### src/rtl/mem_wb_stage_pkg.sv
// Shared opcode constants, FSM state encoding and opcode-class helpers for the
// memory/write-back stage.
package mem_wb_stage_pkg;

    localparam logic [4:0] OP_NOP  = 5'd0;
    localparam logic [4:0] OP_ADD  = 5'd1;
    localparam logic [4:0] OP_SUB  = 5'd2;
    localparam logic [4:0] OP_AND  = 5'd3;
    localparam logic [4:0] OP_OR   = 5'd4;
    localparam logic [4:0] OP_XOR  = 5'd5;
    localparam logic [4:0] OP_LSH  = 5'd6;
    localparam logic [4:0] OP_RSH  = 5'd7;
    localparam logic [4:0] OP_ARSH = 5'd8;
    localparam logic [4:0] OP_CMP  = 5'd9;
    localparam logic [4:0] OP_BRQ  = 5'd10;
    localparam logic [4:0] OP_BRG  = 5'd11;
    localparam logic [4:0] OP_BRS  = 5'd12;
    localparam logic [4:0] OP_LDW  = 5'd13;
    localparam logic [4:0] OP_STR  = 5'd14;

    typedef enum logic [1:0] {
        ST_IDLE = 2'd0,
        ST_MEM  = 2'd1,
        ST_WB   = 2'd2
    } state_t;

    // ALU range plus CMP: results that go straight to the register file.
    function automatic logic is_alu_op(input logic [4:0] op);
        return ((op >= OP_ADD) && (op <= OP_ARSH)) || (op == OP_CMP);
    endfunction

    function automatic logic is_mem_op(input logic [4:0] op);
        return (op == OP_LDW) || (op == OP_STR);
    endfunction

endpackage

### src/rtl/mem_wb_stage_watchdog.sv
// Cycle counter for the MEM state; expired_o flags the cycle in which the
// count reaches TIMEOUT while counting is enabled.
module mem_wb_watchdog
    import mem_wb_stage_pkg::*;
#(
    parameter int TIMEOUT = 15
) (
    input  logic clk,
    input  logic rst,
    input  logic clear_i,
    input  logic en_i,
    output logic expired_o
);

    logic [7:0] count_q;
    logic [7:0] count_d;

    always_comb begin
        count_d = count_q;
        if (clear_i) begin
            count_d = 8'd0;
        end else if (en_i) begin
            count_d = count_q + 8'd1;
        end
    end

    always_ff @(posedge clk) begin
        if (rst) begin
            count_q <= 8'd0;
        end else begin
            count_q <= count_d;
        end
    end

    // count_q holds completed MEM cycles, so this cycle is number count_q+1.
    assign expired_o = en_i && ((count_q + 8'd1) == 8'(TIMEOUT));

endmodule

### src/rtl/mem_wb_stage.sv
// Memory / write-back pipeline stage: ALU results retire in one cycle, LDW/STR
// run a request/ack memory access. Optional watchdog under MEM_WB_TIMEOUT_EN.
module mem_wb_stage
    import mem_wb_stage_pkg::*;
#(
    parameter int DADDR_W = 8,
    parameter int TIMEOUT = 15
) (
    input  logic               clk,
    input  logic               rst,
    input  logic               ex_valid_i,
    input  logic [4:0]         ex_opcode_i,
    input  logic [31:0]        ex_result_i,
    input  logic [31:0]        ex_store_data_i,
    input  logic [3:0]         ex_dest_i,
    output logic               stall_o,
    output logic               dmem_req_o,
    output logic               dmem_we_o,
    output logic [DADDR_W-1:0] dmem_addr_o,
    output logic [31:0]        dmem_wdata_o,
    input  logic [31:0]        dmem_rdata_i,
    input  logic               dmem_ack_i,
    output logic               rf_we_o,
    output logic [3:0]         rf_waddr_o,
    output logic [31:0]        rf_wdata_o,
    output logic               mem_error_o,
    output logic [1:0]         dbg_state_o
);

    if ((TIMEOUT < 1) || (TIMEOUT > 255)) begin : g_bad_timeout
        $error("mem_wb_stage: TIMEOUT must be within 1..255");
    end

    state_t             state_q, state_d;
    logic               dmem_req_q, dmem_req_d;
    logic               dmem_we_q, dmem_we_d;
    logic [DADDR_W-1:0] dmem_addr_q, dmem_addr_d;
    logic [31:0]        dmem_wdata_q, dmem_wdata_d;
    logic               is_store_q, is_store_d;
    logic [3:0]         dest_q, dest_d;
    logic               rf_we_q, rf_we_d;
    logic [3:0]         rf_waddr_q, rf_waddr_d;
    logic [31:0]        rf_wdata_q, rf_wdata_d;
    logic               wd_expired;

    always_comb begin
        state_d      = state_q;
        dmem_addr_d  = dmem_addr_q;
        dmem_wdata_d = dmem_wdata_q;
        is_store_d   = is_store_q;
        dest_d       = dest_q;
        rf_we_d      = 1'b0;
        rf_waddr_d   = rf_waddr_q;
        rf_wdata_d   = rf_wdata_q;
        case (state_q)
            ST_IDLE: begin
                if (ex_valid_i && is_alu_op(ex_opcode_i)) begin
                    rf_we_d    = 1'b1;
                    rf_waddr_d = ex_dest_i;
                    rf_wdata_d = ex_result_i;
                end else if (ex_valid_i && is_mem_op(ex_opcode_i)) begin
                    dmem_addr_d  = ex_result_i[DADDR_W-1:0];
                    dmem_wdata_d = ex_store_data_i;
                    is_store_d   = (ex_opcode_i == OP_STR);
                    dest_d       = ex_dest_i;
                    state_d      = ST_MEM;
                end
            end
            ST_MEM: begin
                // An ack always beats a simultaneous watchdog expiry.
                if (dmem_ack_i) begin
                    if (is_store_q) begin
                        state_d = ST_IDLE;
                    end else begin
                        state_d    = ST_WB;
                        rf_we_d    = 1'b1;
                        rf_waddr_d = dest_q;
                        rf_wdata_d = dmem_rdata_i;
                    end
                end else if (wd_expired) begin
                    state_d = ST_IDLE;
                end
            end
            ST_WB:   state_d = ST_IDLE;
            default: state_d = ST_IDLE;
        endcase
        dmem_req_d = (state_d == ST_MEM);
        dmem_we_d  = (state_d == ST_MEM) && is_store_d;
    end

    always_ff @(posedge clk) begin
        if (rst) begin
            state_q      <= ST_IDLE;
            dmem_req_q   <= 1'b0;
            dmem_we_q    <= 1'b0;
            dmem_addr_q  <= '0;
            dmem_wdata_q <= 32'd0;
            is_store_q   <= 1'b0;
            dest_q       <= 4'd0;
            rf_we_q      <= 1'b0;
            rf_waddr_q   <= 4'd0;
            rf_wdata_q   <= 32'd0;
        end else begin
            state_q      <= state_d;
            dmem_req_q   <= dmem_req_d;
            dmem_we_q    <= dmem_we_d;
            dmem_addr_q  <= dmem_addr_d;
            dmem_wdata_q <= dmem_wdata_d;
            is_store_q   <= is_store_d;
            dest_q       <= dest_d;
            rf_we_q      <= rf_we_d;
            rf_waddr_q   <= rf_waddr_d;
            rf_wdata_q   <= rf_wdata_d;
        end
    end

`ifdef MEM_WB_TIMEOUT_EN
    logic mem_error_q;

    mem_wb_watchdog #(
        .TIMEOUT(TIMEOUT)
    ) u_watchdog (
        .clk      (clk),
        .rst      (rst),
        .clear_i  (state_q != ST_MEM),
        .en_i     (state_q == ST_MEM),
        .expired_o(wd_expired)
    );

    always_ff @(posedge clk) begin
        if (rst) begin
            mem_error_q <= 1'b0;
        end else begin
            mem_error_q <= wd_expired && !dmem_ack_i;
        end
    end

    assign mem_error_o = mem_error_q;
`else
    assign wd_expired  = 1'b0;
    assign mem_error_o = 1'b0;
`endif

    assign stall_o      = (state_q != ST_IDLE);
    assign dmem_req_o   = dmem_req_q;
    assign dmem_we_o    = dmem_we_q;
    assign dmem_addr_o  = dmem_addr_q;
    assign dmem_wdata_o = dmem_wdata_q;
    assign rf_we_o      = rf_we_q;
    assign rf_waddr_o   = rf_waddr_q;
    assign rf_wdata_o   = rf_wdata_q;
    assign dbg_state_o  = state_q;

endmodule

### config.mk
export PLATFORM = sky130hd
export DESIGN_NAME = mem_wb_stage
export DESIGN_NICKNAME = d
export VERILOG_FILES = /design/src/rtl/mem_wb_stage_pkg.sv /design/src/rtl/mem_wb_stage_watchdog.sv /design/src/rtl/mem_wb_stage.sv
export SDC_FILE = /design/constraint.sdc
export NUM_CORES = 1
export LEC_CHECK = 0
export ABC_AREA = 1
export CAP_MARGIN = 25
export CORE_ASPECT_RATIO = 1.25
export CORE_UTILIZATION = 43
export CTS_CLUSTER_SIZE = 25
export DETAILED_ROUTE_END_ITERATION = 10
export PLACE_DENSITY = 0.89
export SETUP_SLACK_MARGIN = 0.15
export SYNTH_ARGS = -nofsm -noshare
export SYNTH_HDL_FRONTEND = slang
export SYNTH_HIERARCHICAL = 1
export SYNTH_SLANG_ARGS = --single-unit
### constraint.sdc
create_clock -name clk -period 3.5 [get_ports clk]
set_clock_uncertainty 0.05 [all_clocks]
set_input_delay 0.875 -clock clk [delete_from_list [all_inputs] [get_ports clk]]
set_output_delay 0.875 -clock clk [all_outputs]
set_load 0.01 [all_outputs]
==> out/results.tsv <==
metric	value	unit
Post-synth ARST share	0	
syn nets	691	
Rel. slew slack	0.3447	
combinational share of power	0.190	
synth warn	6	
layout filler cell count	763	
total CTS buffers	9	
CTS HTree Levels	3	
sw frac	0.2486	
Worst Path Required	3.68	ns
post-synthesis mux area share	0	
GR Overflow Total	0	
xor and xnor area share after synthesis	0.002288	
Syn Area/Cell	6.578	um^2
synthesized area	3829	um^2
Vias/cell	4.739	
Die X	86.40	um
Synth top area share	0.4497	
Seq pwr share	0.488	
clock root buffer	clkbuf_8	
period utilisation layout	0.7727	
Final Critical Period	2.704	ns
clock latency on the worst-skew pair	0.34	ns
Worst Path Buf+Inv	1	
Max Fclk	0.3698	GHz
main combinational cell family by area after synthesis	simple AND/OR/NAND/NOR gates	
highest net fanout along the worst path	73	
Core Box Area	8653	um^2
Initial Utilization	0.4425	
most common flop cell mapped by yosys	dfxtp_1	
synth cell count leaders	nand2_1 (153), nor2_1 (134), dfxtp_1 (86)	
power share of the clock group	0.322	
Slew @ Worst Pin	0.9810	ns
gpl congestion	0.7576	
overall routing resource usage	0.2356	
CTS resizes	0	
first-pass GRT wire length	17250	um
DRT Pass-1 Iters	8	
delay-heaviest family, CP	simple AND/OR/NAND/NOR gates	
Routed Antenna Nets	0	
Compound-Gate Fraction of Synth Area	0.1072	
register bit total from synthesis	86	
top area cells in the synthesized netlist	dfxtp_1 (45%), nand2_1 (15%), nor2_1 (13%)	
row cnt	38	
Hold Crit Class	flop to flop	
PwrDens	359.9	nW/um^2
antenna violations before repair	0	
Reg clk slew, reported paths	0.08	ns
violated checks	DRC	
final core occ	0.6857	
Post-DP HPWL	8066	um
adder-cell share of the synthesized area	0	
I/O pin count	192	
critical path start-end classification	input port to flop	
# setup viols final	0	
fraction of the mapped netlist area in simple logic gates	0.3366	
CP endpoint kind	flop	
# DRC	2	
number of distinct library cells after synthesis	19	
MaxCap Viol Count	0	
slowest stage delay, CP	0.76	ns
LEAKAGE	2.562	nW
crit path DAT	2.88	ns
Synth area leader	dfxtp_1	
largest net degree at the start of global routing	75	
Hold Vio Cnt, Final	0	
sequential area share after synthesis	0.4497	
Post-layout nets	857	
Hold Buf Count CTS	0	
Initial DRC Count	164	
Post-synth EDFFs	0	
share of layout cells above drive strength 1	0.03453	
Pint	0.001605	W
Die H	107.5	um
CTS tree	done	
n_diodes	0	
Startpoint Class	input port	
slowest CP cell	nand4_4	
die area	9288	um^2
Port Buffers	190	
clk sink count	86	
number of global-route vias before repair	3802	
Layout area overhead	54.97	%
worst-path cell chain	clkdlybuf4s50_1 -> o21ai_1 -> nand4_4 -> a21oi_1 -> nor2_1	
DR WL/cell	12.49	um
status	finished, violations left	
CTS max path bufs	2	
count leader, synth	nand2_1	
Final Slew Violations	0	
Post-Route WL	10900	um
via count	4137	
NetSw	0.0005308	W
post-CTS setup buffer count	0	
RSZ-0062 raised after global routing	no	
worst vdd ir	0.2242	mV
setup_tns	0	ns
synthesized instance count	582	
## tightest hold or removal path, stage by stage (launching register included)
cell     delay, ns
dfxtp_1       0.33
nor2_1        0.05
nor2_1        0.08
## sequential cells by signal (all words and copies together) (netlist names)
name,flops
dest_q,4
dmem_we_o,1
dmem_req_o,1
dmem_addr_o,8
dmem_wdata_o,32
rf_wdata_o,32
is_store_q,1
dbg_state_o,2
rf_we_o,1
rf_waddr_o,4
## cell families after synthesis
logic type | after synthesis
AO/OA/AOI/OAI | 82
XOR/XNOR | 1
buffers and inverters | 85
flip-flops | 86
other | 1
AND/OR/NAND/NOR | 327
## stage by stage
stage          area (um^2)  std cells  total power, W  worst slack (ns)  hold WS, ns
6_report              5933        873        0.002136            0.7956       0.4341
4_1_cts               5933        873        0.002157            0.8205       0.4397
5_1_grt               5933        873        0.002243            0.6146       0.4605
2_1_floorplan         3829        582        0.001231             1.663       0.4054
3_3_place_gp          5733        857        0.001458            0.5694       0.4109
3_5_place_dp          5733        857        0.001471            0.4549       0.4211
## power by group through the flow
stage               clock network [W]  registers, W  logic [W]
global route                 0.000752       0.00105   0.000443
finish                       0.000687       0.00104   0.000405
detailed placement                  0       0.00107   0.000405
floorplan                           0       0.00108   0.000147
CTS                          0.000707       0.00104   0.000407
global placement                    0       0.00106   0.000394
## per-layer routing
layer  vias up  routed length [um]  global-route usage
met2       143                5763              0.4263
met5         -                   0                   0
met4         0                 243              0.1000
met1      1848                4123              0.2584
met3        19                 772             0.05828
li1       2127                   -                   -
## layout by cell type, fill, tap and decap left out
cell type        count
clkinv_2             1
dfxtp_1             86
nor2_2               1
nand4_4              1
nand3b_1             1
o21ai_1             41
or2_1                1
clkinv_4             1
inv_2                3
buf_12               2
conb_1               1
xor2_1               1
clkdlybuf4s50_1    190
bufinv_16            1
nand3_1             36
clkbuf_1             1
nand3_2              1
clkbuf_8            10
inv_1               42
nor2_1             133
clkinvlp_4           2
o21ai_0              4
nand2_1            153
buf_4                3
a21oi_1             37
## worst paths after layout
| path | startpoint | to | slack [ns] | cells past startpoint |
|---|---|---|---|---|
| max | ex_opcode_i[1] | rf_wdata_o[5]$_SDFFE_PP0P_ | 0.80 | 5 |
| min | dmem_wdata_o[16]$_SDFFE_PP0P_ | dmem_wdata_o[16]$_SDFFE_PP0P_ | 0.43 | 2 |
| min reg2reg | dmem_wdata_o[16]$_SDFFE_PP0P_ | dmem_wdata_o[16]$_SDFFE_PP0P_ | 0.43 | 2 |
| max reg2reg | dbg_state_o[1]$_SDFF_PP0_ | rf_wdata_o[5]$_SDFFE_PP0P_ | 1.34 | 4 |
## final cells by class
class                   instances  area, um^2  area share
multi-input cells             411        1728      0.2912
repair buffers                195        1964      0.3311
well taps                     120       150.1     0.02531
flip-flops and latches         86        1722      0.2902
clock buffers                  11       141.4     0.02383
inverters                      45       168.9     0.02847
clock inverters                 5       58.81    0.009911
No activity file was read; power rests on OpenSTA's default activity.
==> patch (same flow settings) <==
`DADDR_W`: 8 -> 7.
--- a/src/rtl/mem_wb_stage.sv
+++ b/src/rtl/mem_wb_stage.sv
@@ -3,7 +3,7 @@
 module mem_wb_stage
     import mem_wb_stage_pkg::*;
 #(
-    parameter int DADDR_W = 8,
+    parameter int DADDR_W = 7,
     parameter int TIMEOUT = 15
 ) (
     input  logic               clk,
Ports: changed (resized dmem_addr_o); port bits go from 192 to 191. The function was not compared with the original's and may differ.
==> patch against the unedited design <==
Wire length shrank 2.0%; via count fell by 1.6%; area after synthesis is 3.0% lower; combinational power fell by 13%; critical path type unchanged; global-route usage grew 0.66 points; maximum frequency grew 11%; total power increased by 0.22%; hold slack improved by 0.031 ns; sequential cell count shrank 1; setup slack improved by 0.27 ns; final area is 1.6% lower; highest routed layer unchanged.
==> patch: results (changes against the unedited design) <==
| Metric | Value |
|---|---|
| First DRT Iteration DRCs | 171 (+4.3%) |
| WL per Instance | 12.4 µm (-0.86%) |
| Pre-antenna DRT Iters | 4 (-4) |
| Routability cong. | 0.860 (+13%) |
| Seq/Total Area, Yosys | 45.8% (+0.87 points) |
| Port-buffer cells | 189 (-0.53%) |
| All-Layer GR Usage | 24.2% (+0.66 points) |
| Placed insts | 847 (-1.2%) |
| Reg2reg start | dbg_state_o[0] |
| Post-DR vias/cell | 4.72 (-0.43%) |
| Clk slew on worst S/H paths | 0.09 ns |
| Period utilization | 69.6% (-7.7 points) |
| Detailed placement HPWL | 7750 µm (-3.9%) |
| Worst path arrival time | 2.64 ns (-0.24 ns) |
| Hold path startpoint | dmem_addr_o[1] |
| Worst vdd ir | 311 µV (+39%) |
| Fin cells | 863 (-1.1%) |
| First-pass GRT wire length | 17300 µm (+0.52%) |
| Layout cells sized above 1 | 3.39% (-0.059 points) |
| Leakage | 2.82 nW (+10%) |
| Post-Synthesis Net Count | 698 (+1.0%) |
| Worst slack, placed | 0.711 ns (+0.256 ns) |
| Slowest stage delay, CP | 0.47 ns (-0.29 ns) |
| Synth unique cells | 20 (+1) |
| CTS max path bufs | 2 (unchanged) |
| Relative slew margins | 47.3% (+13 points) |
| Nets | 870 (+1.5%) |
| Run status | finished, final reports clean |
| Most frequent cells after synthesis | nand2_1 (195), nor2_1 (168), dfxtp_1 (85) |
| Crit-path leading delay family | buffers and inverters |
| CP Max Fanout | 74 (+1.4%) |
| Top post-synthesis cells by area | dfxtp_1 (46%), nand2_1 (20%), nor2_1 (17%) |
| Mean post-synth cell area | 6.30 µm² (-4.2%) |
## patch: changes by cell type after synthesis, moves of 5 or more
cell	before	now
nand2_1	153	195
inv_1	42	53
o21ai_1	41	5
a21oi_1	37	0
buf_4	7	2
nand3_1	37	3
nor2_1	134	168
o21ai_0	4	36
## patch: final timing paths
kind	to	cells past startpoint
worst min-delay path	dmem_addr_o[1]	4
worst max register to register	rf_waddr_o[0]	7
worst min register to register	dmem_addr_o[1]	4
worst max-delay path	dmem_wdata_o[27]	8
## patch: tightest hold or removal path: stages (launching register included)
cell and delay [ns]:
dfxtp_1 0.31, inv_1 0.05, nand2_1 0.04, nand2_1 0.05, nor2_1 0.03
## patch: final cells by class
type / count / area (µm²)
clock buffers: 13 / 149
clock inverters: 3 / 68.8
fillers: 654 / 2450
inverters: 58 / 218
multi-input cells: 415 / 1640
flip-flops and latches: 85 / 1700
well taps: 97 / 121
repair buffers: 192 / 1940
## patch: cell families after synthesis
family                 after synthesis  synth area share [%]
AOI/OAI and AO/OA                   41                  5.53
buffers and inverters               89                  10.0
DFF                                 85                  45.8
other                                1                 0.101
and+or+nand+nor                    373                  38.5
## patch: power groups by stage
stage                     clock network, W  registers (W)  logic (W)
after floorplan                          0        0.00107   0.000106
after global placement                   0        0.00105   0.000343
after detailed placement                 0        0.00105   0.000352
after CTS                         0.000775        0.00103   0.000354
after global routing              0.000818        0.00103   0.000385
final                             0.000761        0.00103   0.000353
## patch: metal layers
metal  part of all wire (%)  GRT usage [%]  vias up
met5                      0              0        -
li1                       -              -     2081
met3                    8.5           7.99       34
met4                    3.4           12.6        0
met1                     38           24.8     1785
met2                     50           43.3      172
